**src/rtl/spi_adc_pkg.sv**
```systemverilog
// Shared constants, FSM encodings and response-frame helper
// for the AD7908-style SPI responder.
package spi_adc_pkg;

  localparam int FRAME_BITS = 16;
  localparam int CTRL_BITS  = 12;
  localparam int DATA_BITS  = 8;
  localparam int ADDR_BITS  = 3;

  typedef enum logic [1:0] {
    ST_IDLE  = 2'd0,
    ST_SHIFT = 2'd1,
    ST_HOLD  = 2'd2
  } state_t;

  localparam int CW_WRITE    = 11;
  localparam int CW_SEQ      = 10;
  localparam int CW_ADDR_MSB = 8;
  localparam int CW_ADDR_LSB = 6;
  localparam int CW_PM1      = 5;
  localparam int CW_PM0      = 4;
  localparam int CW_RANGE    = 1;
  localparam int CW_CODING   = 0;

  localparam int RSP_ADDR_MSB = 13;
  localparam int RSP_ADDR_LSB = 11;
  localparam int RSP_DATA_MSB = 10;
  localparam int RSP_DATA_LSB = 3;

  function automatic logic [FRAME_BITS-1:0] build_rsp(
    input logic [ADDR_BITS-1:0] addr,
    input logic [DATA_BITS-1:0] data
  );
    logic [FRAME_BITS-1:0] r;
    r = '0;
    r[RSP_ADDR_MSB:RSP_ADDR_LSB] = addr;
    r[RSP_DATA_MSB:RSP_DATA_LSB] = data;
    return r;
  endfunction

endpackage

```
**src/rtl/spi_adc_responder_sync.sv**
```systemverilog
// Pin synchronizer with a trailing edge register; rise/fall
// pulses appear three clocks after the pin changes.
module spi_pin_sync #(
  parameter int STAGES = 2
) (
  input  logic clk,
  input  logic rst,
  input  logic d,
  output logic q,
  output logic rise,
  output logic fall
);

  logic [STAGES-1:0] sync;

  always_ff @(posedge clk) begin
    if (rst) begin
      sync <= '0;
      q    <= 1'b0;
      rise <= 1'b0;
      fall <= 1'b0;
    end else begin
      sync <= {sync[STAGES-2:0], d};
      q    <= sync[STAGES-1];
      rise <= sync[STAGES-1] & ~q;
      fall <= ~sync[STAGES-1] & q;
    end
  end

endmodule

```
**src/rtl/spi_adc_responder.sv**
```systemverilog
// AD7908 emulation: returns the previously addressed channel
// and captures the incoming 12-bit control word.
module spi_adc_responder
  import spi_adc_pkg::*;
#(
  parameter int NUM_CH      = 8,
  parameter int SYNC_STAGES = 2
) (
  input  logic                        clk,
  input  logic                        rst,
  input  logic                        spi_sck,
  input  logic                        spi_cs_n,
  input  logic                        spi_mosi,
  output logic                        spi_miso,
  output logic                        spi_miso_oe,
  input  logic [NUM_CH*DATA_BITS-1:0] ch_data,
  output logic [CTRL_BITS-1:0]        ctrl_word,
  output logic                        ctrl_valid,
  output logic                        frame_error,
  output logic [ADDR_BITS-1:0]        cur_addr
);

  localparam logic [4:0] LAST_BIT = 5'(FRAME_BITS - 1);

  logic sck_q, sck_rise, sck_fall;
  logic cs_q, cs_rise, cs_fall;
  logic mosi_q, mosi_rise, mosi_fall;
  logic sync_unused;

  spi_pin_sync #(.STAGES(SYNC_STAGES)) u_sck (
    .clk(clk), .rst(rst), .d(spi_sck),
    .q(sck_q), .rise(sck_rise), .fall(sck_fall)
  );

  spi_pin_sync #(.STAGES(SYNC_STAGES)) u_cs (
    .clk(clk), .rst(rst), .d(spi_cs_n),
    .q(cs_q), .rise(cs_rise), .fall(cs_fall)
  );

  spi_pin_sync #(.STAGES(SYNC_STAGES)) u_mosi (
    .clk(clk), .rst(rst), .d(spi_mosi),
    .q(mosi_q), .rise(mosi_rise), .fall(mosi_fall)
  );

  assign sync_unused = sck_q ^ cs_q ^ mosi_rise ^ mosi_fall;

  state_t                 state, state_nxt;
  logic [4:0]             bit_cnt, bit_cnt_nxt;
  logic [FRAME_BITS-1:0]  shreg_in, shreg_in_nxt;
  logic [FRAME_BITS-1:0]  shreg_out, shreg_out_nxt;
  logic [CTRL_BITS-1:0]   cw_in;
  logic [CTRL_BITS-1:0]   ctrl_word_nxt;
  logic [ADDR_BITS-1:0]   cur_addr_nxt;
  logic                   oe_nxt, valid_nxt, error_nxt;
  logic [DATA_BITS-1:0]   ch_sel;

  always_comb begin
    ch_sel = '0;
    for (int k = 0; k < NUM_CH; k++) begin
      if (cur_addr == k[ADDR_BITS-1:0]) begin
        ch_sel = ch_data[k*DATA_BITS +: DATA_BITS];
      end
    end
  end

  assign cw_in = shreg_in[FRAME_BITS-1 -: CTRL_BITS];

  always_ff @(posedge clk) begin
    if (rst) begin
      state <= ST_IDLE;
    end else begin
      state <= state_nxt;
    end
  end

  // CS edges are tested first so they win over a coincident SCLK edge
  always_comb begin
    state_nxt     = state;
    bit_cnt_nxt   = bit_cnt;
    shreg_in_nxt  = shreg_in;
    shreg_out_nxt = shreg_out;
    ctrl_word_nxt = ctrl_word;
    cur_addr_nxt  = cur_addr;
    oe_nxt        = spi_miso_oe;
    valid_nxt     = 1'b0;
    error_nxt     = 1'b0;
    unique case (state)
      ST_IDLE: begin
        if (cs_fall) begin
          shreg_out_nxt = build_rsp(cur_addr, ch_sel);
          shreg_in_nxt  = '0;
          bit_cnt_nxt   = '0;
          oe_nxt        = 1'b1;
          state_nxt     = ST_SHIFT;
        end
      end
      ST_SHIFT: begin
        if (cs_rise) begin
          error_nxt = 1'b1;
          oe_nxt    = 1'b0;
          state_nxt = ST_IDLE;
        end else if (sck_rise) begin
          shreg_in_nxt = {shreg_in[FRAME_BITS-2:0], mosi_q};
          bit_cnt_nxt  = bit_cnt + 5'd1;
          if (bit_cnt == LAST_BIT) begin
            state_nxt = ST_HOLD;
          end
        end else if (sck_fall && bit_cnt != 5'd0) begin
          shreg_out_nxt = {shreg_out[FRAME_BITS-2:0], 1'b0};
        end
      end
      ST_HOLD: begin
        if (cs_rise) begin
          ctrl_word_nxt = cw_in;
          valid_nxt     = 1'b1;
          oe_nxt        = 1'b0;
          state_nxt     = ST_IDLE;
          if (cw_in[CW_WRITE]) begin
            cur_addr_nxt = cw_in[CW_ADDR_MSB:CW_ADDR_LSB];
          end
        end
      end
      default: begin
        state_nxt = ST_IDLE;
        oe_nxt    = 1'b0;
      end
    endcase
  end

  always_ff @(posedge clk) begin
    if (rst) begin
      bit_cnt     <= '0;
      shreg_in    <= '0;
      shreg_out   <= '0;
      ctrl_word   <= '0;
      cur_addr    <= '0;
      spi_miso_oe <= 1'b0;
      ctrl_valid  <= 1'b0;
      frame_error <= 1'b0;
    end else begin
      bit_cnt     <= bit_cnt_nxt;
      shreg_in    <= shreg_in_nxt;
      shreg_out   <= shreg_out_nxt;
      ctrl_word   <= ctrl_word_nxt;
      cur_addr    <= cur_addr_nxt;
      spi_miso_oe <= oe_nxt;
      ctrl_valid  <= valid_nxt;
      frame_error <= error_nxt;
    end
  end

  assign spi_miso = (state == ST_SHIFT) ? shreg_out[FRAME_BITS-1] : 1'b0;

endmodule

```
**config.mk**
```make
export PLATFORM = sky130hd
export DESIGN_NAME = spi_adc_responder
export DESIGN_NICKNAME = d
export VERILOG_FILES = /design/src/rtl/spi_adc_pkg.sv /design/src/rtl/spi_adc_responder_sync.sv /design/src/rtl/spi_adc_responder.sv
export SDC_FILE = /design/constraint.sdc
export NUM_CORES = 1
export LEC_CHECK = 0
export BUFFER_PORTS_ARGS = -buffer_cell sky130_fd_sc_hd__buf_2
export CAP_MARGIN = 25
export CORE_ASPECT_RATIO = 1.1
export CORE_MARGIN = 10
export CORE_UTILIZATION = 40
export DETAILED_ROUTE_END_ITERATION = 8
export GPL_TIMING_DRIVEN = 0
export PLACE_DENSITY = 0.64
export REMOVE_ABC_BUFFERS = 1
export SKIP_LAST_GASP = 1
export SYNTH_ARGS = -nofsm -noshare
export SYNTH_HDL_FRONTEND = slang
export SYNTH_SLANG_ARGS = --single-unit
```
**constraint.sdc**
```tcl
create_clock -name clk -period 2.39 [get_ports clk]
set_input_delay 0.1195 -clock clk [delete_from_list [all_inputs] [get_ports clk]]
set_output_delay 0.1195 -clock clk [all_outputs]
set_load 0.03 [all_outputs]
```
==> impl_metrics.csv <==
group,metric,value,unit
place,placed_cell_area,0.00384,sq mm
yosys,synth_cell_types,47,
sta,finalCriticalPeriod,2.06,ns
setup_path,startpoint,"state[1]$_SDFFE_PP0P_",
global_route,grt_pass1_vias,2997,
detailed_routing,vias,2919,
worst_hold_path,holdCritStartpoint,"ch_data[61]",
setup_path,r2r_slack,0.33,ns
die,die_w,107,um
place,place_ws,-0.351,ns
yosys,yosysTopAreaCellShare,0.405,
place,portBuffers,87,
clock_network,cts_buffers,9,
global_route,grt_max_degree,52,
yosys,synth-async-reset-ratio,0,
sta,hold_viol_final,0,
sta,fin_worst_skew,0.0113,ns
die,die_height,115,um
setup_path,cp.arrival,2.25,ns
setup_path,cp-start-kind,"flop",
clock_network,ctsHtreeMaxLevel,3,
power,p_leak,1.52,nW
power,combinationalPowerShare,0.077,
yosys,yosysSeqAreaShare,0.405,
power,swShare,0.230,
clock_network,cts.sinks,67,
clock_network,cts.clk_slew.worst_paths,0.07,ns
power,p_int,1.73,mW
clock_network,cts-root-buf,"clkbuf_8",
sta,setup_tns,0,ns
cells_and_area,final_cell_mix,"buf_2 (87), dfxtp_1 (67), a21oi_1 (50)",
status,outcome,"finished, final reports clean",
sta,fmax,485,MHz
clock_network,clkLatencyLatePin,0.34,ns
clock_network,cts_tree,"done",
yosys,synth_ff_type,"dfxtp_1",
detailed_routing,detail_route.vias_per_cell,5.20,
die,coreArea,0.00800,sq mm
global_route,grt_use_total,0.139,
setup_path,r2r_start,"state[1]$_SDFFE_PP0P_",
power,p_clk_frac,0.417,
detailed_routing,drc_errors,0,
setup_path,reg2reg_to,"shreg_out[4]$_SDFFE_PP0P_",
detailed_routing,final_antenna_net_count,0,
power,power.switching,519,uW
yosys,synth_edf_count,0,
global_route,grt_pass1_wl,14100,um
worst_hold_path,worstHoldPathCells,3,
sta,drv_slew,0,
die,ios,88,
detailed_routing,routed_wirelength,8320,um
cells_and_area,n_antenna_cell,0,
cells_and_area,design_area,0.00412,sq mm
yosys,syn-instance-count,371,
detailed_routing,drt_pass1_iterations,4,
power,vdd_ir_drop_max,353,uV
yosys,netlist_area,0.00331,sq mm
cells_and_area,drive_gt1_frac,0.294,
setup_path,worst-setup-path-type,"flop to flop",
yosys,synth_top_cells_by_area,"dfxtp_1 (40%), a21oi_1 (7.7%), nand2b_1 (5.7%), mux2i_1 (5.1%), nor2b_1 (3.6%)",
global_route,antenna_found_initial,0,
die,initial_core_util,0.414,
detailed_routing,drtIter0Drc,130,
place,place_congestion,0.757,
setup_path,end_kind,"flop",
job,max_cap_viol_count,0,
power,pwr-share-seq,0.506,
die,std_cell_rows,34,
clock_network,clockBufferDepth,2,
cells_and_area,layout_commonest_cell,"buf_2",
yosys,synth_top_area_cell,"dfxtp_1",
sta,setup_violations,0,
sta,maxSlewHeadroom,0.601,
worst_hold_path,min_to,"shreg_out[8]$_SDFFE_PP0P_",
yosys,synth_warnings,0,
worst_hold_path,hp-class,"input pin to flop",
power,power_density,547,mW/mm^2
sta,period_share,0.862,
cells_and_area,nNetsFinal,524,
sta,worstMarginPinSlew,0.597,ns
setup_path,worstPathMaxFanout,27,
yosys,synth_seq_cells,67,
setup_path,r2r.worst_path.cells,6,
global_route,overflow,0,
detailed_routing,wire_per_inst,14.8,um
sta,finalWorstSetupSlack,0.329,ns
place,dpl.hpwl,6050,um
cells_and_area,area_delta_synth_final,24.5,%
setup_path,crit_required,2.58,ns
sta,rsz0062_at_grt,"no",
yosys,avgSynthCellArea,8.93,sq um
die,die_area,0.0123,sq mm
==> sequential cells by signal, summed over array words and instances, names as in the netlist <==
signal       flops
bit_cnt          5
frame_error      1
spi_miso_oe      1
u_sck.sync       2
shreg_out       13
u_cs.fall        1
u_sck.q          1
ctrl_valid       1
u_mosi.q         1
state            2
u_cs.rise        1
u_mosi.sync      2
u_sck.fall       1
shreg_in        16
u_sck.rise       1
u_cs.q           1
ctrl_word       12
u_cs.sync        2
cur_addr         3
==> metal layers <==
layer	track usage	vias up	routed length, um
met5	0	-	0
met4	0.0425	0	87
met3	0.0394	9	438
met2	0.247	64	4340
met1	0.159	1361	3450
li1	-	1485	-
==> kinds of logic (layout without fill, tap and decap cells) <==
| logic type | Yosys count | count (layout) | synth area share |
|---|---|---|---|
| and+or+nand+nor | 133 | 133 | 0.224 |
| AOI/OAI and AO/OA | 98 | 98 | 0.197 |
| DFF | 67 | 67 | 0.405 |
| buffers and inverters | 38 | 120 | 0.0525 |
| muxes | 29 | 29 | 0.0989 |
| adders and majority gates | 6 | 6 | 0.0227 |
==> cell usage after synthesis (3+ instances only) <==
cell,number
nor2b_1,19
a221o_1,5
mux2i_1,17
nand3_1,23
ha_1,6
nand2b_1,30
buf_2,4
nor2_1,8
a311oi_1,6
nor3b_1,3
nand2_1,31
o221ai_1,6
clkbuf_1,14
buf_1,6
o21ai_0,3
a21oi_1,51
a211oi_1,4
inv_1,10
buf_6,3
nand4_1,4
mux2_2,10
a22oi_1,11
dfxtp_1,67
==> worst max-delay path, cell delays in order, from the launching register on <==
cell and delay [ns]:
dfxtp_1 0.32, inv_1 0.13, ha_4 0.37, nand4bb_1 0.23, o21a_1 0.26, nor2_2 0.43, a311oi_1 0.17
==> metrics by stage <==
| stage | util | instances | power [mW] | hold slack, ns |
|---|---|---|---|---|
| after floorplan | - | 343 | 1.24 | 0.189 |
| after global placement | 0.469 | 538 | 1.32 | 0.332 |
| after detailed placement | 0.481 | 542 | 1.33 | 0.335 |
| after CTS | 0.511 | 560 | 2.28 | 0.131 |
| after global routing | 0.516 | 561 | 2.36 | 0.156 |
| final | 0.516 | 561 | 2.25 | 0.157 |
==> timing repair <==
action                     4_1_cts  5_1_grt
setup endpoints to repair       32       31
buffers inserted                 0        1
gates resized for setup          2        2
hold endpoints to repair         3        0
pin swaps                        0        1
hold buffers                     3        0
==> power groups by stage <==
stage	Clock (mW)	Sequential [mW]	Combinational [mW]
2_1_floorplan	0	1.16	0.0751
3_3_place_gp	0	1.17	0.159
3_5_place_dp	0	1.17	0.168
4_1_cts	0.968	1.14	0.173
5_1_grt	1.02	1.14	0.195
6_report	0.939	1.14	0.175
==> worst max-delay path by stage <==
stage,to,slack (ns),cells after the start
finish,shreg_out[4]$_SDFFE_PP0P_,0.33,6
detailed placement,shreg_out[4]$_SDFFE_PP0P_,-0.35,6
global route,shreg_in[1]$_SDFFE_PP0P_,0.13,7
floorplan,bit_cnt[2]$_SDFFE_PP0P_,-0.84,6
global placement,bit_cnt[3]$_SDFFE_PP0P_,-1.94,6
CTS,shreg_in[4]$_SDFFE_PP0P_,0.006,6
==> area by class of cell <==
type / instances / area [sq um]
Clock buffer: 10 / 138
Clock inverter: 5 / 61.3
Multi-Input combinational cell: 266 / 1830
Sequential cell: 67 / 1340
Inverter: 10 / 37.5
Fill cell: 819 / 3870
Timing Repair Buffer: 95 / 583
Tap cell: 108 / 135
No activity file was read; power rests on OpenSTA's default activity.
